## src/rtl/connect4_pkg.sv

```systemverilog
// Shared definitions for the connect-four win scanner.
// Holds the 2-bit piece encodings, the default slot-sequence geometry and the
// scan controller FSM state type.
package connect4_pkg;

  localparam logic [1:0] PIECE_EMPTY  = 2'b00;
  localparam logic [1:0] PIECE_RED    = 2'b01;
  localparam logic [1:0] PIECE_YELLOW = 2'b10;

  localparam int unsigned SLOTS = 199;
  localparam int unsigned SEQ_W = 2 * SLOTS;

  typedef enum logic [1:0] {
    StIdle,
    StScan,
    StDone
  } state_e;

  // 2'b11 is not a colour and is handled exactly like an empty slot.
  function automatic logic is_colour(logic [1:0] piece);
    return (piece == PIECE_RED) || (piece == PIECE_YELLOW);
  endfunction

endpackage

```

## src/rtl/piece_run_detector.sv

```systemverilog
// Same-colour run tracker for the win scanner.
// Consumes one piece per valid cycle and pulses win (combinationally, for the
// current piece) on the slot where a run first reaches RUN_LEN.
// Ports:
//   clock      - system clock
//   piece      - current 2-bit slot value
//   valid      - piece is a live slot this cycle
//   clear      - synchronous clear of the run state (has priority over valid)
//   win        - current piece completes a winning run
//   win_colour - colour of the winning run (meaningful when win is high)
module piece_run_detector
  import connect4_pkg::*;
#(
  parameter int unsigned RUN_LEN = 4
) (
  input  logic       clock,
  input  logic [1:0] piece,
  input  logic       valid,
  input  logic       clear,
  output logic       win,
  output logic [1:0] win_colour
);

  localparam int unsigned CntW = $clog2(RUN_LEN + 1);
  localparam logic [CntW-1:0] RunMax = CntW'(RUN_LEN);

  logic [CntW-1:0] run_q, run_d;
  logic [1:0]      colour_q, colour_d;

  always_comb begin
    run_d      = run_q;
    colour_d   = colour_q;
    win        = 1'b0;
    win_colour = piece;
    if (clear) begin
      run_d    = '0;
      colour_d = PIECE_EMPTY;
    end else if (valid) begin
      if (!is_colour(piece)) begin
        run_d    = '0;
        colour_d = PIECE_EMPTY;
      end else if (piece == colour_q) begin
        // colour_q is only a colour while run_q >= 1, so this extends a run.
        run_d = (run_q == RunMax) ? run_q : run_q + 1'b1;
      end else begin
        run_d    = CntW'(1);
        colour_d = piece;
      end
      // Saturated runs of the same colour must not re-register.
      win = (run_d == RunMax) && !((piece == colour_q) && (run_q == RunMax));
    end
  end

  always_ff @(posedge clock) begin
    run_q    <= run_d;
    colour_q <= colour_d;
  end

endmodule

```

## src/rtl/win_scan_controller.sv

```systemverilog
// Serial win scanner: captures a slot sequence on start and walks it one slot
// per cycle (slot 0 first), reporting which colours completed a run of
// RUN_LEN and the slot index of the first completed run.
// Ports:
//   clock     - system clock
//   reset     - synchronous active-low reset
//   start     - begin a scan (accepted only in IDLE)
//   combos    - slot sequence, slot 0 in the top two bits
//   busy      - scan in progress
//   done      - one-cycle completion pulse
//   winner    - 00 none, 01 red, 10 yellow, 11 both
//   win_index - slot of the first win, 0 when none
// Optional feature: define WIN_SCAN_EARLY_EXIT_EN to stop the scan on the first
// win instead of always walking every slot.
module win_scan_controller #(
  parameter int unsigned SLOTS   = 199,
  parameter int unsigned RUN_LEN = 4
) (
  input  logic               clock,
  input  logic               reset,
  input  logic               start,
  input  logic [2*SLOTS-1:0] combos,
  output logic               busy,
  output logic               done,
  output logic [1:0]         winner,
  output logic [7:0]         win_index
);

  import connect4_pkg::*;

  localparam int unsigned SeqW = 2 * SLOTS;
  localparam logic [7:0]  SlotsCnt = 8'(SLOTS);

  state_e          state_q, state_d;
  logic [SeqW-1:0] shift_q, shift_d;
  logic [7:0]      slot_q, slot_d;
  logic [1:0]      winner_q, winner_d;
  logic [7:0]      win_index_q, win_index_d;

  logic       start_acc;
  logic       scan_valid;
  logic       det_win;
  logic [1:0] det_colour;

  assign start_acc  = (state_q == StIdle) && start;
  // One extra SCAN cycle after the last slot keeps the fixed SLOTS+1 latency.
  assign scan_valid = (state_q == StScan) && (slot_q < SlotsCnt);

  piece_run_detector #(
    .RUN_LEN (RUN_LEN)
  ) u_detector (
    .clock      (clock),
    .piece      (shift_q[SeqW-1 -: 2]),
    .valid      (scan_valid),
    .clear      (start_acc || !reset),
    .win        (det_win),
    .win_colour (det_colour)
  );

  always_comb begin
    state_d     = state_q;
    shift_d     = shift_q;
    slot_d      = slot_q;
    winner_d    = winner_q;
    win_index_d = win_index_q;
    unique case (state_q)
      StIdle: begin
        if (start) begin
          shift_d     = combos;
          slot_d      = '0;
          winner_d    = 2'b00;
          win_index_d = '0;
          state_d     = StScan;
        end
      end
      StScan: begin
        if (scan_valid) begin
          shift_d = shift_q << 2;
          slot_d  = slot_q + 8'd1;
          if (det_win) begin
            winner_d = winner_q | det_colour;
            if (winner_q == 2'b00) win_index_d = slot_q;
`ifdef WIN_SCAN_EARLY_EXIT_EN
            state_d = StDone;
`endif
          end
        end else begin
          state_d = StDone;
        end
      end
      StDone:  state_d = StIdle;
      default: state_d = StIdle;
    endcase
  end

  always_ff @(posedge clock) begin
    if (!reset) begin
      state_q     <= StIdle;
      shift_q     <= '0;
      slot_q      <= '0;
      winner_q    <= 2'b00;
      win_index_q <= '0;
    end else begin
      state_q     <= state_d;
      shift_q     <= shift_d;
      slot_q      <= slot_d;
      winner_q    <= winner_d;
      win_index_q <= win_index_d;
    end
  end

  assign busy      = (state_q == StScan);
  assign done      = (state_q == StDone);
  assign winner    = winner_q;
  assign win_index = win_index_q;

endmodule
```

## config.mk

```make
export PLATFORM = sky130hd
export DESIGN_NAME = win_scan_controller
export DESIGN_NICKNAME = d
export VERILOG_FILES = /design/src/rtl/connect4_pkg.sv /design/src/rtl/piece_run_detector.sv /design/src/rtl/win_scan_controller.sv
export SDC_FILE = /design/constraint.sdc
export NUM_CORES = 1
export LEC_CHECK = 0
export CAP_MARGIN = 20
export CORE_MARGIN = 1.5
export CORE_UTILIZATION = 51
export CTS_BUF_LIST = sky130_fd_sc_hd__clkbuf_4 sky130_fd_sc_hd__clkbuf_8
export DETAILED_ROUTE_END_ITERATION = 6
export PLACE_DENSITY = 0.79
export SLEW_MARGIN = 20
export SYNTH_ARGS = -nofsm -noshare
export SYNTH_HDL_FRONTEND = slang
export SYNTH_SLANG_ARGS = --single-unit
```

## constraint.sdc

```tcl
create_clock -name clock -period 4.7 [get_ports clock]
set_clock_uncertainty 0.2 [all_clocks]
set_input_delay 0.94 -clock clock [delete_from_list [all_inputs] [get_ports clock]]
set_output_delay 0.94 -clock clock [all_outputs]
set_load 0.05 [all_outputs]
```

==> results of run 1 <==
[kinds of logic after synthesis]
| family | count (synthesis) | share of synthesized area (%) |
|---|---|---|
| AOI/OAI and AO/OA | 824 | 30.7 |
| and+or+nand+nor | 64 | 1.66 |
| xor gates and xnor gates | 5 | 0.217 |
| buffers and inverters | 232 | 5.14 |
| DFF | 423 | 42.0 |
| adders and majority gates | 5 | 0.310 |
| muxes | 404 | 20.0 |
[cells in the mapped netlist (4+ instances only)]
library cell,number
a21oi_1,7
and2_1,6
and3_1,4
buf_1,4
buf_2,121
buf_4,4
clkbuf_1,97
dfxtp_1,423
ha_1,5
inv_1,6
mux2i_1,404
nand2_1,24
nand3_1,6
nor2_1,7
o211a_1,396
o211ai_1,4
o21ai_0,403
xor2_1,4
[sequential cells by signal (all words and copies together), names as in the netlist]
signal / flops
u_detector.run_q: 3
shift_q: 398
win_index: 8
slot_q: 8
winner: 2
state_q: 2
u_detector.colour_q: 2
[per-layer routing]
layer,up-vias,track usage [%],wire (um)
met3,98,7.01,3740
met1,8142,33.2,23700
met5,-,0,55
met4,8,11.0,1770
li1,7993,-,-
met2,476,38.9,24800
[where the power goes]
group	leakage (nW)	internal [mW]	switching [mW]
combinational	9.89	0.934	0.803
clock	0.791	1.94	1.46
sequential	3.51	3.98	0.208
[cell type report]
type | instances | share of cell area, %
antenna | 10 | 0.0970
clock buffer | 120 | 5.65
clock inverter | 5 | 0.126
inverter | 6 | 0.0873
multi-input combinational | 1302 | 41.5
sequential | 423 | 32.8
tap | 518 | 2.51
timing repair buffer | 434 | 17.3
[final timing paths]
check	cells after the start	endpoint	slack, ns	start
setup reg to reg	6	shift_q[109]	1.63	state_q[1]
hold reg to reg	2	win_index[1]	0.26	win_index[1]
hold / removal	2	win_index[1]	0.26	win_index[1]
setup / recovery	3	busy	1.34	state_q[0]
[stage by stage]
stage	cells	worst slack, ns
after floorplan	1957	2.20
after global placement	2683	1.27
after detailed placement	2683	1.24
after CTS	2808	1.27
after global routing	2816	1.22
final	2818	1.34
[critical path, cell delays in order (launching register included)]
cell and delay (ns):
dfxtp_1 0.44, nand2b_4 0.09, inv_1 0.16, clkdlybuf4s50_1 0.91
==> qor.csv, run 1 <==
stage,metric,value,unit
global_routing,"Remaining Overflow, GRT",0,
floorplan,die area,40800,um2
route,DRT Pass-1 Iters,7,
floorplan,Rows,72,
setup_path,peak fanout along the critical path,5,
timing,final hold violations,0,
final_layout,"commonest non-fill, non-tap cell in the layout",dfxtp_1,
yosys,Synth area leaders,"dfxtp_1, mux2i_1, o211a_1, o21ai_0, buf_2",
yosys,post-synthesis cell type count,41,
final_layout,post-route design area,25800,um2
yosys,Avg Inst Size Synth,10.3,um2
final_layout,area occupied by registers,8470,um2
cts,TritonCTS clock tree,built,
cts,postcts setup bufs,0,
power_and_ir_drop,PD cells,361,nW/um2
yosys,yosys warns,0,
timing,RSZ-0062 raised after global routing,no,
yosys,"Async S/R FF share, synth",0,%
timing,fin. max-slew vios,0,
final_layout,Syn-to-layout area delta,27.9,%
cts,Clock Latency Late Sink,0.63,ns
yosys,Post-Syn Area,20200,um2
timing,Finish-stage setup viols,0,
route,WL final,54200,um
cts,CTS H-Tree Depth,3,
route,DR WL/cell,19.2,um
cts,maximum clock path buffer count,3,
timing,setup_tns,0,ns
route,post-route ant nets,0,
status,outcome,"finished, final reports clean",
yosys,Post-synth top flop,dfxtp_1,
yosys,leading area contributor after synthesis,dfxtp_1,
power_and_ir_drop,worst vdd ir,236,uV
power_and_ir_drop,leak pwr,14.2,nW
floorplan,starting density of the core,52.0,%
route,drt drc,0,
floorplan,I/O pins,413,
power_and_ir_drop,Pwr Total,9.33,mW
placement,IO Port Bufs,412,
placement,dpl cell area,24300,um2
route,via count,16700,
cts,PostCTS Resize Cnt,0,
floorplan,Die H,202,um
timing,relative slew slack,25.0,%
placement,HPWL after DPL,33100,um
route,Iter 0 DRT Violations,1153,
cts,Clock transition at path regs,0.05,ns
cts,CTS root buf,clkbuf_8,
yosys,sequential-to-total area share from yosys stat,42.0,%
setup_path,crit path kind,flip-flop to primary output,
cts,Clock Sink Count,423,
timing,final period utilization,71.6,%
hold_path,HP Class,flip-flop to flip-flop,
final_layout,most frequent cells in the layout,"dfxtp_1, clkdlybuf4s50_1, mux2i_1",
final_layout,nets@finish,2646,
final_layout,multi-input logic area,10700,um2
timing,hold slack final,0.261,ns
global_routing,GRT Resource Usage Total,25.3,%
timing,fin crit period,3.36,ns
yosys,"EDFF count, synth",0,
setup_path,critical path capture point type,primary output,
cts,hold buffer count at cts,0,
global_routing,first-pass GRT wire length,84700,um
floorplan,Core Region,38800,um2
setup_path,"Arr. time, crit path",2.22,ns
global_routing,vias in the first global route,16200,
yosys,Synth top area share,42.0,%
global_routing,number of antenna violations at the first check in global routing,13,
yosys,Seq cells post-synth,423,
timing,worst-margin pin slew,1.13,ns
route,DR vias/cell,5.93,
setup_path,worst path required time,3.56,ns
final_layout,layout cells sized above 1,6.86,%
run,max_cap viols,0,
setup_path,startpoint types,flip-flop,
yosys,syn_nets,2363,
cts,cts bufs inserted,73,
final_layout,final core occ,66.5,%
floorplan,Die W,202,um
placement,routability congestion estimate,0.796,
final_layout,# fillers,3080,
timing,f_max,297,MHz
global_routing,largest net degree at the start of global routing,216,
yosys,Synth Instances,1957,
Power figures use the tool's default switching activity.
==> run 2: changes to the inputs <==
==> constraint.sdc (replaced) <==
create_clock -name clock -period 3.2 [get_ports clock]
set_clock_uncertainty 0.2 [all_clocks]
set_input_delay 0.64 -clock clock [delete_from_list [all_inputs] [get_ports clock]]
set_output_delay 0.64 -clock clock [all_outputs]
set_load 0.05 [all_outputs]
==> run 2 against run 1 <==
Against the previous run: clock power is 45% higher; hold slack got worse by 0.15 ns; power increased by 47%; sequential power up 47%; die area stayed put.
==> qor.csv, run 2 (synthesized netlist as in run 1, its figures left out) <==
stage,metric,value,unit,change
floorplan,starting density of the core,52.0,%,unchanged
hold_path,HP Class,input pin to flip-flop,,
final_layout,layout cells sized above 1,7.79,%,+0.93 points
final_layout,"commonest non-fill, non-tap cell in the layout",dfxtp_1,,
floorplan,Die W,202,um,unchanged
setup_path,top cell family by delay on the critical path,buffers and inverters,,
setup_path,critical path capture point type,primary output,,
global_routing,largest net degree at the start of global routing,217,,+0.46%
setup_path,CP Cell Sequence,nor2b_1 > clkdlybuf4s50_1,,
route,DR vias/cell,5.91,,-0.30%
setup_path,crit path kind,flip-flop to primary output,,
power_and_ir_drop,PD cells,526,nW/um2,+46%
setup_path,startpoint types,flip-flop,,
timing,final hold violations,0,,unchanged
floorplan,Core Region,38800,um2,unchanged
global_routing,GRT Resource Usage Total,25.5,%,+0.22 points
final_layout,Biggest register,shift_q,,
route,post-route ant nets,0,,unchanged
route,via count,16800,,+0.30%
setup_path,worst path required time,2.36,ns,-1.20 ns
timing,hold slack final,0.113,ns,-0.147 ns
placement,HPWL after DPL,34900,um,+5.5%
floorplan,Rows,72,,unchanged
placement,IO Port Bufs,412,,unchanged
global_routing,first-pass GRT wire length,86000,um,+1.5%
power_and_ir_drop,leak pwr,14.3,nW,+1.1%
route,DR WL/cell,19.1,um,-0.62%
cts,hold buffer count at cts,0,,unchanged
cts,TritonCTS clock tree,built,,
final_layout,Syn-to-layout area delta,29.4,%,
route,Iter 0 DRT Violations,1057,,-8.3%
global_routing,M2 GR Usage,40.7,%,+1.8 points
setup_path,CP peak stage delay,0.87,ns,-0.04 ns
timing,RSZ-0062 raised after global routing,no,,
cts,Clock transition at path regs,0.06,ns,about the same
global_routing,GRT Max-Usage Layer,met2,,
timing,Finish-stage setup viols,0,,unchanged
timing,relative slew slack,36.7,%,+12 points
floorplan,die area,40800,um2,unchanged
global_routing,met1 Use GR,32.6,%,-0.61 points
setup_path,Buf/Inv on CP,1,,-1
cts,maximum clock path buffer count,3,,unchanged
final_layout,# fillers,3049,,-1.0%
floorplan,Die H,202,um,unchanged
cts,CTS root buf,clkbuf_8,,
cts,cts bufs inserted,71,,-2.7%
route,DRT Pass-1 Iters,6,,-1
power_and_ir_drop,worst vdd ir,402,uV,+70%
final_layout,area occupied by registers,8470,um2,unchanged
global_routing,vias in the first global route,16400,,+1.1%
global_routing,number of antenna violations at the first check in global routing,9,,-4
run,max_cap viols,0,,unchanged
setup_path,peak fanout along the critical path,5,,unchanged
placement,routability congestion estimate,0.792,,-0.55%
final_layout,final core occ,67.2,%,+0.76 points
cts,Clock Latency Late Sink,0.63,ns,about the same
global_routing,"Remaining Overflow, GRT",0,,unchanged
setup_path,"Arr. time, crit path",2.03,ns,-0.19 ns
timing,worst-margin pin slew,0.950,ns,-0.175 ns
setup_path,Slowest cell on crit path,clkdlybuf4s50_1,,
timing,setup_tns,0,ns,unchanged
route,drt drc,0,,unchanged
timing,final period utilization,89.8,%,
status,outcome,"finished, final reports clean",,
timing,f_max,348,MHz,
final_layout,most frequent cells in the layout,"dfxtp_1, clkdlybuf4s50_1, mux2i_1",,
final_layout,Largest register FFs,398,,unchanged
final_layout,nets@finish,2665,,+0.72%
power_and_ir_drop,Pwr Total,13.7,mW,+47%
cts,postcts setup bufs,0,,unchanged
timing,fin. max-slew vios,0,,unchanged
floorplan,I/O pins,413,,unchanged
cts,PostCTS Resize Cnt,0,,unchanged
global_routing,Global Route met3 Usage,7.22,%,+0.21 points
cts,CTS H-Tree Depth,3,,unchanged
timing,fin crit period,2.87,ns,
cts,Clock Sink Count,423,,unchanged
route,WL final,54200,um,about the same
final_layout,multi-input logic area,10700,um2,unchanged
## run 2: cell count changes in the layout (fill, tap and decap cells not counted), moves of 2 or more
cell and change:
inv_6 +2, diode_2 -5, buf_4 +9, buf_12 +13, clkbuf_8 -4
## run 2: stage by stage
| step | setup slack (ns) | instance area, um2 | std cells |
|---|---|---|---|
| 6_report | 0.328 | 26100 | 2835 |
| 5_1_grt | 0.228 | 26100 | 2835 |
| 4_1_cts | 0.285 | 26100 | 2830 |
| 3_5_place_dp | 0.396 | 24600 | 2704 |
| 3_3_place_gp | 0.420 | 24600 | 2704 |
| 2_1_floorplan | 1.00 | 20200 | 1957 |
## run 2: where the power goes
part / switching (mW) / total, mW / internal [mW]
Clock: 2.17 / 4.96 / 2.79
Combinational: 1.21 / 2.63 / 1.42
Sequential: 0.304 / 6.14 / 5.84
Total: 3.69 / 13.7 / 10.0
## run 2: cell type report
class / instances / area share, %
antenna: 5 / 0.0479
tap: 518 / 2.48
clock inverter: 9 / 0.264
multi-input combinational: 1302 / 41.0
clock buffer: 117 / 5.40
inverter: 6 / 0.0863
timing repair buffer: 455 / 18.3
sequential: 423 / 32.4
## run 2: worst register-to-register path, cell delays in order, from the launching register on
cell,delay [ns]
dfxtp_1,0.35
ha_1,0.31
a2111o_1,0.51
a21oi_4,0.24
buf_12,0.29
buf_4,0.40
o21ai_0,0.16
o211a_1,0.14
## run 2: final timing paths
kind,startpoint,endpoint,slack (ns),cells after the start
setup reg to reg,slot_q[0],shift_q[176],0.48,7
hold / removal,reset,shift_q[165],0.11,2
setup / recovery,state_q[1],done,0.33,2
hold reg to reg,win_index[2],win_index[2],0.26,2
## run 2: routing by layer
layer  vias to the layer above  part of all wire [%]  wire, um
met2                       505                    46     25100
met4                         8                   3.2      1760
met3                       100                   7.1      3870
met5                         -                 0.094        51
li1                       8027                     -         -
met1                      8127                    43     23400
==> run 3: changes to the inputs <==
--- a/config.mk
+++ b/config.mk
@@ -10,7 +10,8 @@
 export CORE_UTILIZATION = 51
 export CTS_BUF_LIST = sky130_fd_sc_hd__clkbuf_4 sky130_fd_sc_hd__clkbuf_8
 export DETAILED_ROUTE_END_ITERATION = 6
-export PLACE_DENSITY = 0.79
+export DONT_BUFFER_PORTS = 1
+export PLACE_DENSITY = 0.66
 export SLEW_MARGIN = 20
 export SYNTH_ARGS = -nofsm -noshare
 export SYNTH_HDL_FRONTEND = slang
==> run 3 against run 2 <==
Against the previous run: non-clock buffer count shrank 387; power decreased by 3.5%; global-route usage down 1.9 points; combinational power is 21% lower; setup slack worse by 0.14 ns; largest power group unchanged.
==> qor.csv, run 3 (synthesized netlist as in run 1, its figures left out) <==
stage,metric,value,unit,change
timing,fin crit period,3.01,ns,+0.139 ns
global_routing,first-pass GRT wire length,79500,um,-7.6%
route,DR WL/cell,21.0,um,+9.7%
power_and_ir_drop,Pwr Total,13.3,mW,-3.5%
setup_path,startpoint types,flip-flop,,
run,max_cap viols,0,,unchanged
setup_path,critical path capture point type,flip-flop,,
final_layout,area occupied by registers,8470,um2,unchanged
route,DRT Pass-1 Iters,5,,-1
timing,RSZ-0062 raised after global routing,no,,
route,DR vias/cell,6.26,,+5.8%
hold_path,HP Class,input pin to flip-flop,,
cts,Clock Latency Late Sink,0.62,ns,about the same
power_and_ir_drop,leak pwr,12.9,nW,-10%
timing,fin. max-slew vios,0,,unchanged
route,drt drc,0,,unchanged
route,Iter 0 DRT Violations,1344,,+27%
hold_path,Hold Path End,shift_q[394],,
final_layout,most frequent cells in the layout,"dfxtp_1, mux2i_1, o21ai_0",,
final_layout,final core occ,57.2,%,-10 points
cts,Clock transition at path regs,0.06,ns,about the same
hold_path,Hold Startpoint,combos[394],,
timing,f_max,332,MHz,-4.6%
final_layout,Biggest register,shift_q,,
floorplan,I/O pins,413,,unchanged
cts,maximum clock path buffer count,3,,unchanged
route,post-route ant nets,0,,unchanged
placement,Setup WS pre-CTS,0.377,ns,-0.0192 ns
setup_path,"Arr. time, crit path",3.30,ns,+1.27 ns
power_and_ir_drop,PD cells,597,nW/um2,+14%
final_layout,Largest register FFs,398,,unchanged
cts,CTS root buf,clkbuf_8,,
placement,DP Cell Count,2281,,-16%
timing,Finish-stage setup viols,0,,unchanged
placement,dpl cell area,20300,um2,-18%
floorplan,Die W,202,um,unchanged
floorplan,Die H,202,um,unchanged
cts,cts bufs inserted,74,,+4.2%
setup_path,crit path kind,flip-flop to flip-flop,,
global_routing,GRT Resource Usage Total,23.6,%,-1.9 points
cts,Clock Sink Count,423,,unchanged
cts,TritonCTS clock tree,built,,
floorplan,starting density of the core,52.0,%,unchanged
final_layout,multi-input logic area,10700,um2,about the same
timing,worst-margin pin slew,1.13,ns,+0.181 ns
global_routing,vias in the first global route,14700,,-10%
timing,Final WS setup,0.189,ns,-0.139 ns
timing,relative slew slack,24.6,%,-12 points
global_routing,largest net degree at the start of global routing,405,,+87%
final_layout,layout cells sized above 1,8.65,%,+0.86 points
placement,HPWL after DPL,30200,um,-14%
final_layout,"commonest non-fill, non-tap cell in the layout",dfxtp_1,,
cts,CTS H-Tree Depth,3,,unchanged
timing,hold slack final,0.0879,ns,-0.0255 ns
status,outcome,"finished, final reports clean",,
setup_path,peak fanout along the critical path,67,,+62
setup_path,Reg2Reg Capture Point,shift_q[110],,
hold_path,hold depth,3,,+1
final_layout,Syn-to-layout area delta,9.99,%,
setup_path,R2R Path Start,state_q[1],,
timing,final hold violations,0,,unchanged
setup_path,R2R depth,6,,-1
power_and_ir_drop,worst vdd ir,366,uV,-8.9%
floorplan,Core Region,38800,um2,unchanged
global_routing,number of antenna violations at the first check in global routing,4,,-5
placement,IO Port Bufs,0,,-100%
placement,routability congestion estimate,0.788,,-0.44%
floorplan,die area,40800,um2,unchanged
timing,setup_tns,0,ns,unchanged
setup_path,Reg2Reg Setup Slack,0.19,ns,-0.29 ns
final_layout,Finished Layout Cells,2441,,-14%
final_layout,post-route design area,22200,um2,-15%
final_layout,# fillers,3380,,+11%
route,WL final,51100,um,-5.6%
final_layout,nets@finish,2281,,-14%
global_routing,"Remaining Overflow, GRT",0,,unchanged
setup_path,worst path required time,3.49,ns,+1.13 ns
floorplan,Rows,72,,unchanged
timing,final period utilization,94.1,%,+4.3 points
route,via count,15300,,-8.9%
==> run 3: critical path, stage by stage (launching register included) <==
cell and delay, ns:
dfxtp_1 0.39, nand2b_4 0.27, buf_4 0.89, mux2i_1 0.27, o21ai_0 0.11, o211a_1 0.14
dlygate4sd3_1 0.55
==> run 3: worst max-delay path by stage <==
stage / from / endpoint
2_1_floorplan: reset / win_index[0]
3_3_place_gp: slot_q[0] / shift_q[257]
3_5_place_dp: slot_q[0] / shift_q[255]
4_1_cts: slot_q[0] / shift_q[108]
5_1_grt: slot_q[0] / shift_q[103]
6_report: state_q[1] / shift_q[110]
==> run 3: what timing repair did <==
item,CTS,global route
setup buffers,0,2
hold buffers,30,3
setup endpoints to repair,0,27
hold endpoints to repair,213,119
gates resized for setup,0,1
==> run 3: power by group <==
part           total [mW]  internal, mW  switching [mW]  leakage [nW]
registers            6.14          5.84           0.297          3.51
clock network        5.03          2.86            2.17         0.794
logic                2.08          1.03            1.05          8.57
==> run 3: layer usage <==
| metal | vias up | routed length (um) | GRT usage, % |
|---|---|---|---|
| li1 | 7253 | - | - |
| met1 | 7442 | 21700 | 30.1 |
| met2 | 475 | 23100 | 36.1 |
| met3 | 107 | 4670 | 9.00 |
| met4 | 0 | 1700 | 9.09 |
| met5 | - | 0 | 0 |
==> run 3: area by class of cell <==
cell class / count / share of cell area [%]
Tap cell: 518 / 2.92
Inverter: 6 / 0.101
Antenna cell: 4 / 0.0451
Clock inverter: 9 / 0.383
Clock buffer: 111 / 6.32
Multi-Input combinational cell: 1302 / 48.2
Timing Repair Buffer: 68 / 3.83
Sequential cell: 423 / 38.2
